$ cat src/rtl/counter_pkg.sv
// counter_pkg: shared state and direction encodings for param_counter
package counter_pkg;
  localparam logic ST_RUN  = 1'b0;
  localparam logic ST_HALT = 1'b1;
  localparam logic DIR_UP  = 1'b1;
  localparam logic DIR_DN  = 1'b0;
endpackage

$ cat src/rtl/cnt_prescaler.sv
// cnt_prescaler: emits a tick every prescale+1 enabled cycles
module cnt_prescaler #(
  parameter int PRE_W = 4
) (
  input  logic             clk,
  input  logic             rst_n,
  input  logic             en,
  input  logic             clr,
  input  logic [PRE_W-1:0] prescale,
  output logic             tick
);
  logic [PRE_W-1:0] pre_q, pre_d;
  assign tick = en && (pre_q == prescale);
  always_comb pre_d = clr ? '0 : !en ? pre_q : tick ? '0 : pre_q + 1'b1;
  always_ff @(posedge clk)
    if (!rst_n) pre_q <= '0;
    else pre_q <= pre_d;
endmodule

$ cat src/rtl/param_counter.sv
// param_counter: loadable up/down modulus counter with prescaler, one-shot/wrap modes
module param_counter
  import counter_pkg::*;
#(
  parameter int WIDTH = 8,
  parameter int PRE_W = 4
) (
  input  logic             clk,
  input  logic             rst_n,
  input  logic             ena,
  input  logic             cnt_en,
  input  logic             load,
  input  logic [WIDTH-1:0] load_val,
  input  logic             dir,
  input  logic [WIDTH-1:0] limit,
  input  logic             oneshot,
  input  logic [PRE_W-1:0] prescale,
  input  logic [WIDTH-1:0] cmp_val,
  output logic [WIDTH-1:0] count,
  output logic             tc,
  output logic             done,
  output logic             match
);
  logic [WIDTH-1:0] count_q, count_d;
  logic st_q, st_d, tc_q, tc_d, done_q, done_d;
  logic tick, at_term;
  // load outranks the prescaler, so it is kept out of the prescaler's enable
  cnt_prescaler #(.PRE_W(PRE_W)) u_pre (
    .clk     (clk),
    .rst_n   (rst_n),
    .en      (ena && cnt_en && !load && st_q == ST_RUN),
    .clr     (ena && load),
    .prescale(prescale),
    .tick    (tick)
  );
  assign at_term = (dir == DIR_UP) ? (count_q >= limit) : (count_q == '0);
  always_comb begin
    count_d = count_q;
    st_d    = st_q;
    done_d  = done_q;
    tc_d    = 1'b0;
    if (ena && load) begin
      count_d = load_val;
      st_d    = ST_RUN;
      done_d  = 1'b0;
    end else if (ena && st_q == ST_RUN && tick) begin
      tc_d    = at_term;
      count_d = !at_term ? ((dir == DIR_UP) ? count_q + 1'b1 : count_q - 1'b1)
              : oneshot ? count_q : (dir == DIR_UP) ? '0 : limit;
      st_d    = (at_term && oneshot) ? ST_HALT : ST_RUN;
      done_d  = at_term && oneshot;
    end
  end
  always_ff @(posedge clk)
    if (!rst_n) begin
      count_q <= '0;
      st_q    <= ST_RUN;
      tc_q    <= 1'b0;
      done_q  <= 1'b0;
    end else begin
      count_q <= count_d;
      st_q    <= st_d;
      tc_q    <= tc_d;
      done_q  <= done_d;
    end
  assign count = count_q;
  assign tc    = tc_q;
  assign done  = done_q;
  assign match = (count_q == cmp_val);
endmodule

$ cat config.mk
export PLATFORM = sky130hd
export DESIGN_NAME = param_counter
export DESIGN_NICKNAME = d
export VERILOG_FILES = /design/src/rtl/counter_pkg.sv /design/src/rtl/cnt_prescaler.sv /design/src/rtl/param_counter.sv
export SDC_FILE = /design/constraint.sdc
export NUM_CORES = 1
export LEC_CHECK = 0
export BUFFER_PORTS_ARGS = -buffer_cell sky130_fd_sc_hd__buf_2
export CAP_MARGIN = 20
export CORE_MARGIN = 2
export CORE_UTILIZATION = 45
export CTS_CLUSTER_DIAMETER = 40
export CTS_CLUSTER_SIZE = 24
export DETAILED_ROUTE_END_ITERATION = 8
export PLACE_DENSITY = 0.76
export SYNTH_ARGS = -nofsm -noshare
export SYNTH_HDL_FRONTEND = slang
export SYNTH_SLANG_ARGS = --single-unit
$ cat constraint.sdc
create_clock -name clk -period 2.15 [get_ports clk]
set_clock_uncertainty 0.05 [all_clocks]
set_input_delay 0.3225 -clock clk [delete_from_list [all_inputs] [get_ports clk]]
set_output_delay 0.3225 -clock clk [all_outputs]
set_load 0.1 [all_outputs]
==> qor.yml <==
clocking:
  path_clk_slew_ns: 0.09
  clockBufferDepth: 2
  clock_sinks: 14
  clock_latency_ns: 0.29
  cts_tree: "yes"
  cts_hold_buf: 0
  cts_root_buffer: "clkbuf_4"
  htreeDepth: 1
  cts-buffers-inserted: 3
synthesis:
  syn_avg_cell_area_um2: 7.83
  synth.area.top_cells: "dfxtp_1, ha_1, xnor2_1"
  synthesis.area_um2: 1360
  ys_ff_latch: 14
  synth_edf_count: 0
  ys_warn_count: 0
  yosysUniqueCellTypes: 39
  synth_most_common_cell: "nand2_1"
  synth_async_sr_flop_share: 0
  yosys-top-cells-count: "nand2_1, ha_1, dfxtp_1, nor3_1, xnor2_1"
  synth_top_cell_by_area: "dfxtp_1"
  synth_nets: 225
  ys.flop_type: "dfxtp_1"
  ys_seq_area_frac: 0.206
  synth_top_area_share: 0.206
  syn_inst: 174
global_routing:
  antenna_found_initial: 0
  grt_first_pass_wirelength_mm: 6.71
  grt-ovfl-total: 0
  grt_pass1_vias: 1558
  grt.total_usage: 0.254
  grt_max_degree: 16
place:
  placedInstanceArea_um2: 1820
  dp_hpwl_mm: 3.33
  place_congestion: 0.948
  io_buffers: 45
  post-place-ws_ns: -0.169
  post-place-cells: 264
finish:
  nFillCells: 239
  syn_to_final_growth_pct: 38.8
  fin_area_um2: 1890
  drive_above_1_share: 0.399
  final_cells: 269
  antennaDiodeCount: 0
  nets: 290
  utilization: 0.674
power:
  p_leak_nw: 0.957
  p_sw_uw: 370
  internal-power_uw: 523
  peakVddDrop_uv: 279
  finalPower_uw: 894
  netSwitchingFraction: 0.415
  p_clk_frac: 0.179
  p_per_area_nw_per_um2: 473
  p_comb_frac: 0.499
  p_seq_frac: 0.322
setup_path:
  crit_buf_inv: 1
  r2r-start: "count[1]"
  rrSetupSlack_ns: 0.08
  path_delay_family: "compound AO/OA/AOI/OAI gates"
  slowest_stage: "dfxtp_4"
  arrival_ns: 2.21
  cp_cell_sequence: "buf_4 > ha_1 > a21oi_4 > o2111ai_4 > a31oi_4 > nor2_2 > o311a_1"
  crit_fanout: 6
  critical_path.max_stage_delay_ns: 0.37
  reg2reg_depth: 7
  startpoint_type: "register"
  crit_type: "reg2reg"
  critPathCaptureType: "register"
  required_ns: 2.28
  critPathLaunch: "count[1]"
  rr_endpoint: "count[2]"
flow_run:
  maxCapViolCount: 0
floorplan:
  pin_count: 46
  core_um2: 2810
  rows: 19
  die_height_um: 59.0
  start_util: 0.486
  dieWidth_um: 59.0
  die_area_um2: 3480
detailed_routing:
  via_per_inst: 5.86
  drc: 0
  ant_nets: 0
  firstDrtPassIters: 4
  route.vias.total: 1577
  wl_per_cell_um: 15.3
  wirelength_mm: 4.11
  drt_iter0_markers: 85
sta:
  slew_viol_final: 0
  rsz0062_at_grt: "false"
  fin_setup_tns_ns: 0
  layout_min_cycle_time_ns: 2.07
  worst_pin_slew_ns: 0.570
  holdWs_ns: 0.221
  fmax_mhz: 482
  post-route-period-util: 0.965
  finalHoldViolCount: 0
  setup-violations-final: 0
  relSlewSlack: 0.620
  setup_ws_ns: 0.0757
hold_path:
  hold_path_end: "count[7]"
  hold_depth: 3
  worstHoldStart: "load_val[7]"
  hp-class: "in2reg"
outcome:
  outcome: "finished clean"
## area by class of cell
type                    count  area (um2)  area share
inverters                   9        33.8      0.0179
multi-input cells         145        1090       0.579
well taps                  31        38.8      0.0205
flip-flops and latches     14         312       0.165
clock inverters             1        3.75     0.00199
repair buffers             66         385       0.204
clock buffers               3        22.5      0.0119
## flip-flops by register name, indices dropped and copies added, names as in the netlist
register,flops
st_q,1
tc,1
count,8
u_pre.pre_q,4
## tightest hold or removal path, cell delays in order
cell and delay (ns):
buf_2 0.08, nand3_1 0.06, o21ai_1 0.06
## cell usage in the layout (no fill, tap or decap), types with 2 or more instances in the layout
cell type / Yosys / routed
or3_1: 3 / 3
inv_1: 9 / 8
o311a_1: 3 / 3
xor2_1: 8 / 8
nor2_2: 0 / 2
a221oi_2: 0 / 2
buf_2: 1 / 44
and3_1: 4 / 3
a21o_1: 5 / 5
xnor2_1: 11 / 11
dfxtp_4: 0 / 8
a211oi_2: 0 / 2
o21ai_1: 3 / 4
buf_4: 0 / 21
o21a_1: 2 / 2
nand3_1: 10 / 10
clkbuf_4: 0 / 4
a21oi_1: 8 / 6
nand2_1: 18 / 18
a22oi_1: 2 / 2
ha_1: 15 / 14
nor2_1: 10 / 8
nand4_1: 4 / 4
o21ai_0: 7 / 6
nor3_1: 11 / 11
dfxtp_1: 14 / 5
## cell families (layout without fill, tap and decap cells)
family / after synthesis / in the layout / synth area share
compound gates: 42 / 42 / 0.223
simple gates: 68 / 68 / 0.243
flops: 14 / 14 / 0.206
buf+inv: 15 / 79 / 0.0533
fa+ha+maj: 16 / 16 / 0.152
xor+xnor: 19 / 19 / 0.122
## timing repair
| action | in CTS | in global routing |
|---|---|---|
| buffers inserted | 0 | 1 |
| pin swaps | 0 | 3 |
| resized for setup | 2 | 9 |
| endpoints found under the setup margin | 2 | 8 |
## routing by layer
metal | wire length (um) | global-route usage | vias up
met5 | 0 | 0 | -
met4 | 43 | 0.110 | 0
met3 | 267 | 0.0393 | 7
met2 | 2030 | 0.424 | 65
met1 | 1770 | 0.322 | 744
li1 | - | - | 761
## how the worst max path moves through the flow
| stage | end | cells after the start |
|---|---|---|
| floorplan | count[2] | 9 |
| CTS | count[6] | 9 |
| global route | count[2] | 8 |
| global placement | count[7] | 9 |
| finish | count[2] | 7 |
| detailed placement | count[7] | 9 |
## power by group through the flow
stage / combinational (mW) / sequential, mW / clock, mW
floorplan: 0.219 / 0.366 / 0
global placement: 0.408 / 0.294 / 0
detailed placement: 0.422 / 0.294 / 0
CTS: 0.427 / 0.288 / 0.163
global route: 0.482 / 0.290 / 0.176
finish: 0.446 / 0.287 / 0.160
Power figures use the tool's default switching activity.
